[src/rtl/vtc_line_rd_sched.sv]
// -----------------------------------------------------------------------------
// vtc_line_rd_sched
//
// Frame-buffer read scheduler driven by the video timing generator (vs/de).
// At each frame start it picks the newest completed frame buffer. It then
// issues fixed-size burst read requests line by line, and never runs more
// than LINE_PREFETCH lines ahead of the lines already displayed.
//
// Optional feature macro: VTC_SCHED_STAT_EN
//   defined   -> underflow_cnt_o is a saturating count of underflow pulses
//   undefined -> underflow_cnt_o is tied to zero and no counter is built
//
// Ports
//   vtc_clk_i        in   1       pixel clock
//   vtc_rstn_i       in   1       asynchronous active-low reset
//   vtc_vs_i         in   1       vertical sync, active high
//   vtc_de_i         in   1       data enable
//   wr_fb_idx_i      in   2       newest fully written frame buffer
//   rd_req_o         out  1       burst read request
//   rd_addr_o        out  ADDR_W  byte address of requested burst
//   rd_ack_i         in   1       request accepted by read master
//   rd_fb_idx_o      out  2       frame buffer currently being read
//   underflow_o      out  1       1-cycle pulse: line shown before fully requested
//   underflow_cnt_o  out  16      saturating underflow count (optional)
// -----------------------------------------------------------------------------
module vtc_line_rd_sched #(
  parameter int unsigned       H_ACTIVE      = 1920,
  parameter int unsigned       V_ACTIVE      = 1080,
  parameter int unsigned       BYTES_PER_PIX = 4,
  parameter int unsigned       BURST_BYTES   = 256,
  parameter int unsigned       ADDR_W        = 32,
  parameter logic [ADDR_W-1:0] FB_BASE       = 32'h0100_0000,
  parameter logic [ADDR_W-1:0] FB_STRIDE     = 32'h0080_0000,
  parameter int unsigned       NUM_FB        = 3,
  parameter int unsigned       LINE_PREFETCH = 2
) (
  input  logic              vtc_clk_i,
  input  logic              vtc_rstn_i,
  input  logic              vtc_vs_i,
  input  logic              vtc_de_i,
  input  logic [1:0]        wr_fb_idx_i,
  output logic              rd_req_o,
  output logic [ADDR_W-1:0] rd_addr_o,
  input  logic              rd_ack_i,
  output logic [1:0]        rd_fb_idx_o,
  output logic              underflow_o,
  output logic [15:0]       underflow_cnt_o
);

  localparam int unsigned BPL  = H_ACTIVE * BYTES_PER_PIX / BURST_BYTES;
  localparam int unsigned BI_W = (BPL > 1) ? $clog2(BPL) : 1;
  localparam int unsigned LN_W = $clog2(V_ACTIVE + 1);
  // Four spare bits so that disp_line + LINE_PREFETCH (<= 7) cannot wrap.
  localparam int unsigned AH_W = LN_W + 4;

  localparam logic [LN_W-1:0]   V_ACT_C      = LN_W'(V_ACTIVE);
  localparam logic [BI_W-1:0]   BURST_LAST_C = BI_W'(BPL - 1);
  localparam logic [AH_W-1:0]   PREFETCH_C   = AH_W'(LINE_PREFETCH);
  localparam logic [ADDR_W-1:0] BURST_C      = ADDR_W'(BURST_BYTES);
  localparam logic [1:0]        FB_MAX_C     = 2'(NUM_FB - 1);

  typedef enum logic [2:0] {
    S_IDLE,
    S_FSTART,
    S_ISSUE,
    S_WAIT,
    S_DONE
  } state_t;

  state_t            state_q, state_d;
  logic              vs_q, de_q;
  logic              vs_pend_q, vs_pend_d;
  logic [ADDR_W-1:0] rd_addr_q, rd_addr_d;
  logic [1:0]        fb_idx_q, fb_idx_d;
  logic [LN_W-1:0]   req_line_q, req_line_d;
  logic [LN_W-1:0]   disp_line_q, disp_line_d;
  logic [BI_W-1:0]   burst_idx_q, burst_idx_d;
  logic              underflow_q, underflow_d;

  logic              vs_rise, de_rise, de_fall;
  logic [1:0]        fb_sel;
  logic [ADDR_W-1:0] fb_base;

  assign vs_rise = vtc_vs_i & ~vs_q;
  assign de_rise = vtc_de_i & ~de_q;
  assign de_fall = ~vtc_de_i & de_q;

  // An index pointing past the last buffer falls back to the last buffer.
  assign fb_sel  = (wr_fb_idx_i > FB_MAX_C) ? FB_MAX_C : wr_fb_idx_i;
  assign fb_base = FB_BASE + ADDR_W'(fb_sel) * FB_STRIDE;

  // True when the requested lines are LINE_PREFETCH or more ahead of display.
  // A display count that has passed the request count (underflow) reads as
  // "not ahead", so requesting resumes.
  function automatic logic ahead_full(input logic [LN_W-1:0] req,
                                      input logic [LN_W-1:0] disp);
    return {4'b0000, req} >= ({4'b0000, disp} + PREFETCH_C);
  endfunction

  assign underflow_d = de_rise & (req_line_q <= disp_line_q);

  always_comb begin
    state_d     = state_q;
    vs_pend_d   = vs_pend_q;
    rd_addr_d   = rd_addr_q;
    fb_idx_d    = fb_idx_q;
    req_line_d  = req_line_q;
    disp_line_d = disp_line_q;
    burst_idx_d = burst_idx_q;

    // Display progress counts every end of line, up to one frame's worth.
    if (de_fall && (disp_line_q < V_ACT_C)) begin
      disp_line_d = disp_line_q + LN_W'(1);
    end

    case (state_q)
      S_IDLE: begin
        if (vs_rise) state_d = S_FSTART;
      end
      S_FSTART: begin
        fb_idx_d    = fb_sel;
        rd_addr_d   = fb_base;
        req_line_d  = '0;
        disp_line_d = '0;
        burst_idx_d = '0;
        vs_pend_d   = 1'b0;
        state_d     = S_ISSUE;
      end
      S_ISSUE: begin
        // A frame start seen mid-handshake is held until the ack arrives,
        // so the request is never withdrawn unaccepted.
        if (vs_rise) vs_pend_d = 1'b1;
        if (rd_ack_i) begin
          rd_addr_d = rd_addr_q + BURST_C;
          if (burst_idx_q == BURST_LAST_C) begin
            burst_idx_d = '0;
            req_line_d  = req_line_q + LN_W'(1);
          end else begin
            burst_idx_d = burst_idx_q + BI_W'(1);
          end
          if (vs_pend_q || vs_rise) begin
            state_d = S_FSTART;
          end else if (req_line_d == V_ACT_C) begin
            state_d = S_DONE;
          end else if (ahead_full(req_line_d, disp_line_d)) begin
            state_d = S_WAIT;
          end else begin
            state_d = S_ISSUE;
          end
        end
      end
      S_WAIT: begin
        if (vs_rise) begin
          state_d = S_FSTART;
        end else if (!ahead_full(req_line_d, disp_line_d)) begin
          state_d = S_ISSUE;
        end
      end
      S_DONE: begin
        if (vs_rise) state_d = S_FSTART;
      end
      default: state_d = S_IDLE;
    endcase
  end

  always_ff @(posedge vtc_clk_i or negedge vtc_rstn_i) begin
    if (!vtc_rstn_i) begin
      state_q     <= S_IDLE;
      vs_q        <= 1'b0;
      de_q        <= 1'b0;
      vs_pend_q   <= 1'b0;
      rd_addr_q   <= '0;
      fb_idx_q    <= '0;
      req_line_q  <= '0;
      disp_line_q <= '0;
      burst_idx_q <= '0;
      underflow_q <= 1'b0;
    end else begin
      state_q     <= state_d;
      vs_q        <= vtc_vs_i;
      de_q        <= vtc_de_i;
      vs_pend_q   <= vs_pend_d;
      rd_addr_q   <= rd_addr_d;
      fb_idx_q    <= fb_idx_d;
      req_line_q  <= req_line_d;
      disp_line_q <= disp_line_d;
      burst_idx_q <= burst_idx_d;
      underflow_q <= underflow_d;
    end
  end

  // Request follows the state directly so an async reset drops it at once.
  assign rd_req_o    = (state_q == S_ISSUE);
  assign rd_addr_o   = rd_addr_q;
  assign rd_fb_idx_o = fb_idx_q;
  assign underflow_o = underflow_q;

`ifdef VTC_SCHED_STAT_EN
  logic [15:0] uf_cnt_q, uf_cnt_d;

  always_comb begin
    uf_cnt_d = uf_cnt_q;
    if (underflow_q && (uf_cnt_q != 16'hFFFF)) begin
      uf_cnt_d = uf_cnt_q + 16'd1;
    end
  end

  always_ff @(posedge vtc_clk_i or negedge vtc_rstn_i) begin
    if (!vtc_rstn_i) begin
      uf_cnt_q <= '0;
    end else begin
      uf_cnt_q <= uf_cnt_d;
    end
  end

  assign underflow_cnt_o = uf_cnt_q;
`else
  assign underflow_cnt_o = 16'd0;
`endif

endmodule
[config.mk]
export PLATFORM = sky130hd
export DESIGN_NAME = vtc_line_rd_sched
export DESIGN_NICKNAME = d
export VERILOG_FILES = /design/src/rtl/vtc_line_rd_sched.sv
export SDC_FILE = /design/constraint.sdc
export NUM_CORES = 1
export LEC_CHECK = 0
export BUFFER_PORTS_ARGS = -buffer_cell sky130_fd_sc_hd__clkbuf_2
export CAP_MARGIN = 15
export CORE_ASPECT_RATIO = 1.4
export CORE_MARGIN = 2
export CORE_UTILIZATION = 40
export CTS_CLUSTER_DIAMETER = 80
export CTS_CLUSTER_SIZE = 30
export DETAILED_ROUTE_END_ITERATION = 16
export PLACE_DENSITY = 0.56
export SYNTH_ARGS = -nofsm -noshare
export SYNTH_HDL_FRONTEND = slang
export SYNTH_SLANG_ARGS = --single-unit
[constraint.sdc]
create_clock -name vtc_clk_i -period 5 [get_ports vtc_clk_i]
set_input_delay 0.5 -clock vtc_clk_i [delete_from_list [all_inputs] [get_ports vtc_clk_i]]
set_output_delay 0.5 -clock vtc_clk_i [all_outputs]
set_load 0.03 [all_outputs]
# Word-level counts from Yosys, hierarchy flattened
# Cells that the tools add are included.
word_totals:
  in_bits: 7
  regBits: 68
  output_inout_bits: 52
classes:
  n_bitwise: 7
  n_reduce_logical: 8
  add_sub_neg: 6
  mux: 23
  magnitude_cmp: 5
  n_eq_ne: 10
ops:
  columns: ["cell", "n"]
  rows:
  - ["$mux W11", 6]
  - ["$pmux W32 S2", 1]
  - ["$add A32 B9 Y32 const B", 1]
  - ["$mux W32", 1]
  - ["$add A25 B25 Y26 const A", 1]
  - ["$add A11 B1 Y11 const B", 2]
  - ["$pmux W11 S2", 1]
  - ["$mux W3", 6]
  - ["$ge A11 B15 Y1", 1]
  - ["$add A11 B2 Y12 const B", 1]
  - ["$ge A11 B12 Y1", 1]
  - ["$pmux W3 S4", 1]
  - ["$eq A11 B11 Y1 const B", 1]
  - ["$le A11 B11 Y1", 1]
  - ["$lt A11 B11 Y1 const B", 1]
  - ["$mux W5", 2]
  - ["$pmux W5 S2", 1]
  - ["$eq A3 B2 Y1 const B", 2]
  - ["$ne A2 B1 Y1 const B", 3]
  - ["$add A5 B1 Y5 const B", 1]
  - ["$eq A5 B5 Y1 const B", 1]
  - ["$and A1 B1 Y1", 4]
  - ["$reduce_and A2 Y1", 2]
  - ["$eq A3 B1 Y1 const B", 1]
  - ["13 further kinds", 16]

# Depth between registers and ports, before layout
logic_depth:
  word_depth: 11
  mapped_depth: 20

# Least setup slack after synthesis
# Ideal clock, no wire load.
synth_timing:
  path_type: "flip-flop to flip-flop"
  from: "reg disp_line_q[8]"
  to: "reg state_q[0]"
  n_path_buf: 0
  t_required_ns: 4.867
  slack_ns: 1.440
  synth_period_minus_slack_ns: 3.560
  arrival_time_ns: 3.427
  path_stages_with_launch: 20
  setup_time_ns: 0.133
  path_cell_list: "dfrtp_1 > o41a_1 > nor3_1 > nand2_1 > xnor2_1 > ha_1 > inv_1 > o21ai_0 > nand2_1 > ha_1 > a2111oi_0 > nor3_1 > nand2_1 > a31oi_1 > o21ai_1 > a31oi_1 > maj3_2 > a21o_1 > o211ai_1 > nand4_1"
synth_via:
  elab_chain_len: 10
synth_lines:
  columns: ["element", "line_no", "rtl"]
  rows:
  - ["start, declared", "76", "logic [LN_W-1:0] disp_line_q, disp_line_d;"]
  - ["start signal, assigned", "186", "disp_line_q <= disp_line_d;"]
  - ["$lt A11 B11 Y1", "112", "if (de_fall && (disp_line_q < V_ACT_C)) begin"]
  - ["$logic_and A1 B1 Y1", "112", null]
  - ["$mux W11 (*)", "112", null]
  - ["$add A11 B2 Y12 (*)", "97", "return {4'b0000, req} >= ({4'b0000, disp} + PREFETCH_C);"]
  - ["$ge A11 B15 Y1", "97", null]
  - ["$mux W1", "145", "end else if (ahead_full(req_line_d, disp_line_d)) begin"]
  - ["$mux W3", "143", "end else if (req_line_d == V_ACT_C) begin"]
  - ["$mux W3", "141", "if (vs_pend_q || vs_rise) begin"]
  - ["$mux W3", "133", "if (rd_ack_i) begin"]
  - ["$pmux W3 S4", "116", "case (state_q)"]
  - ["end signal, assigned", "179", "state_q <= state_d;"]
  - ["end, declared", "70", "state_t state_q, state_d;"]
# Mark *: on every way between the ends. The rest lies on a longest branch, timed or not. The select of a mux whose other input is x is not followed.
# A chain may end at the register's enable or synchronous reset.

# Final worst setup path
# Ends and elaborated chain as after synthesis.

==> impl_metrics.json <==
{
  "powerDensity_nw_per_um2": 405,
  "gp_congestion": 0.908,
  "synth_cell_types": 59,
  "maxCapViolations": 0,
  "num_rows": 44,
  "drc_errors": 0,
  "hpwl_um": 7590,
  "synthToLayoutAreaGrowth_pct": 11.8,
  "die-area_um2": 11500,
  "die_w_um": 91.2,
  "track_usage": 0.193,
  "syn_area_per_cell_um2": 8.54,
  "wl_per_cell_um": 15.6,
  "startpoint_type": "flop",
  "diodes": 0,
  "synthTopCellsByArea": "dfrtp_1 (35%), ha_1 (9.1%), nand2_1 (5.4%)",
  "root_buffer": "clkbuf_16",
  "first_pass_iters": 5,
  "io_pins": 59,
  "timing_max_transition_violations_final": 0,
  "p_leak_nw": 2.18,
  "hold_viol": 0,
  "period_share": 0.802,
  "holdBufCountCts": 0,
  "fp.dieH_um": 126,
  "grt_max_degree": 61,
  "ant_nets": 0,
  "synth_common_cells": "nand2_1 (61), dfrtp_1 (60), nor2_1 (50)",
  "drive_gt1_frac": 0.128,
  "outcome": "finished, final reports clean",
  "cts_resized": 0,
  "synth_cells": 499,
  "vias": 3636,
  "syn-cell-area_um2": 4260,
  "cts_buffers": 9,
  "start_util": 0.410,
  "ys_warn_count": 0,
  "ys_ff_latch": 60,
  "synthArstFlopShare": 1.00,
  "setup_tns_ns": 0,
  "core_um2": 10400,
  "grt_pass1_vias": 3579,
  "slew_headroom": 0.361,
  "worst_slew_pin_slew_ns": 0.956,
  "synth_top_area_cell": "dfrtp_1",
  "grt_pass1_wl_um": 17700,
  "clk_pin_slew_ns": 0.05,
  "port_buffers": 34,
  "yosysMostFrequentCell": "nand2_1",
  "routed_wl_um": 10500,
  "final_nets": 566,
  "setup_viol": 0,
  "worstSetupEndpointType": "flop",
  "timing_worst_setup_path_type": "flop to flop",
  "worstSkewPairLatency_ns": 0.34,
  "ys_seq_area_frac": 0.352,
  "clock-sinks": 60,
  "rsz0062_at_grt": "false",
  "drt_iter0_drc": 160,
  "synth_edf_count": 0,
  "ys.flop_type": "dfrtp_1",
  "irDropWorstVdd_mv": 0.168,
  "tritoncts": "done",
  "crit_arrival_ns": 4.21,
  "layout_min_cycle_time_ns": 4.01,
  "viasPerCell": 5.42,
  "fmax_mhz": 249,
  "synth_top_area_frac": 0.352,
  "finClkSkew_ns": 0.00669,
  "grt_overflow": 0,
  "power.total_w": 0.00193,
  "crit_fanout": 5,
  "cp.required_ns": 5.21,
  "post_cts_buffers": 0,
  "htree_levels": 3,
  "grt_antenna_before_repair": 0,
  "cts_buffer_depth": 2,
  "hold_class": "input port to flop"
}
metal layers:
metal  share of wire  vias to the layer above  global-route usage
met5               0                        -                   0
met4           0.030                        0              0.0873
met3           0.038                       21              0.0425
met2            0.51                       77               0.330
met1            0.42                     1777               0.230
li1                -                     1761                   -
where the power goes:
part / internal, W / switching, W / total [W]
clock network: 0.000411 / 0.000228 / 0.000639
registers: 0.000552 / 0.0000894 / 0.000641
logic: 0.000229 / 0.000421 / 0.000651
total: 0.00119 / 0.000739 / 0.00193
per-stage QoR:
stage          worst slack, ns  hold slack, ns  utilization  std cells  area (µm²)
2_1_floorplan             1.44           0.204            -        522        4350
3_3_place_gp              1.11           0.450        0.429        655        4460
3_5_place_dp              1.01           0.445        0.429        655        4460
4_1_cts                  0.992           0.280        0.458        671        4770
5_1_grt                  0.520           0.286        0.458        671        4770
6_report                 0.991           0.286        0.458        671        4770
area by class of cell:
type	count	area, µm²
clock buffers	12	256
clock inverters	4	47.5
fillers	1024	5640
inverters	21	78.8
multi-input cells	398	2510
flip-flops and latches	60	1500
well taps	138	173
repair buffers	38	200
cell families (layout without fill, tap and decap cells):
family / count (synthesis) / count (layout) / share of synthesized area
AO/OA/AOI/OAI: 85 / 85 / 0.131
other: 1 / 24 / 0.000880
buffers and inverters: 64 / 75 / 0.0804
AND/OR/NAND/NOR: 215 / 215 / 0.251
adder cells (fa/ha/maj): 32 / 32 / 0.0936
flip-flops: 60 / 60 / 0.352
XOR/XNOR: 42 / 42 / 0.0907
flip-flops by register name, summed over array words and instances (netlist names):
register / count
vs_q: 1
req_line_q: 11
underflow_o: 1
de_q: 1
state_q: 3
rd_fb_idx_o: 2
vs_pend_q: 1
burst_idx_q: 5
rd_addr_o: 24
disp_line_q: 11
worst paths after layout:
kind | from | cells past startpoint | slack (ns) | endpoint
max | disp_line_q[8]$_DFF_PN0_ | 19 | 0.99 | state_q[0]$_DFFE_PN0P_
min in group asynchronous | vtc_rstn_i | 2 | 0.34 | underflow_o$_DFF_PN0_
max reg2reg | disp_line_q[8]$_DFF_PN0_ | 19 | 0.99 | state_q[0]$_DFFE_PN0P_
max in group asynchronous | vtc_rstn_i | 2 | 4.14 | rd_addr_o[18]$_DFFE_PN0P_
min | vtc_vs_i | 1 | 0.29 | vs_q$_DFF_PN0_
min reg2reg | de_q$_DFF_PN0_ | 1 | 0.46 | underflow_o$_DFF_PN0_
worst max-delay path: stages, from the launching register on:
cell	delay [ns]
dfrtp_1	0.43
o41a_1	0.51
nor3_1	0.37
nand2_1	0.12
xnor2_1	0.19
ha_1	0.22
inv_1	0.06
o21ai_0	0.07
nand2_1	0.10
ha_1	0.21
a2111oi_0	0.29
nor3_1	0.14
nand2_1	0.10
a31oi_1	0.12
o21ai_1	0.15
a31oi_1	0.12
maj3_2	0.31
a21o_1	0.18
o211ai_1	0.09
nand4_1	0.11
cells in the final DEF, fill, tap and decap left out, types with 3 or more instances in the layout:
master	n
and2_1	3
dfrtp_1	60
a31oi_1	9
nand3_1	22
buf_4	4
inv_1	21
clkbuf_16	9
nor2_1	50
nand4_1	19
a21oi_1	16
clkbuf_2	34
ha_1	31
and3_1	8
nor3_1	11
o21a_1	9
o31ai_1	5
a21o_1	3
conb_1	24
o21ai_1	3
xor2_1	21
or3_1	6
nor4_1	6
nor2b_1	4
o21ai_0	22
xnor2_1	20
nand2b_1	4
nand2_1	61
nand3b_1	3
Note: power is estimated with default switching activity, not from simulation.
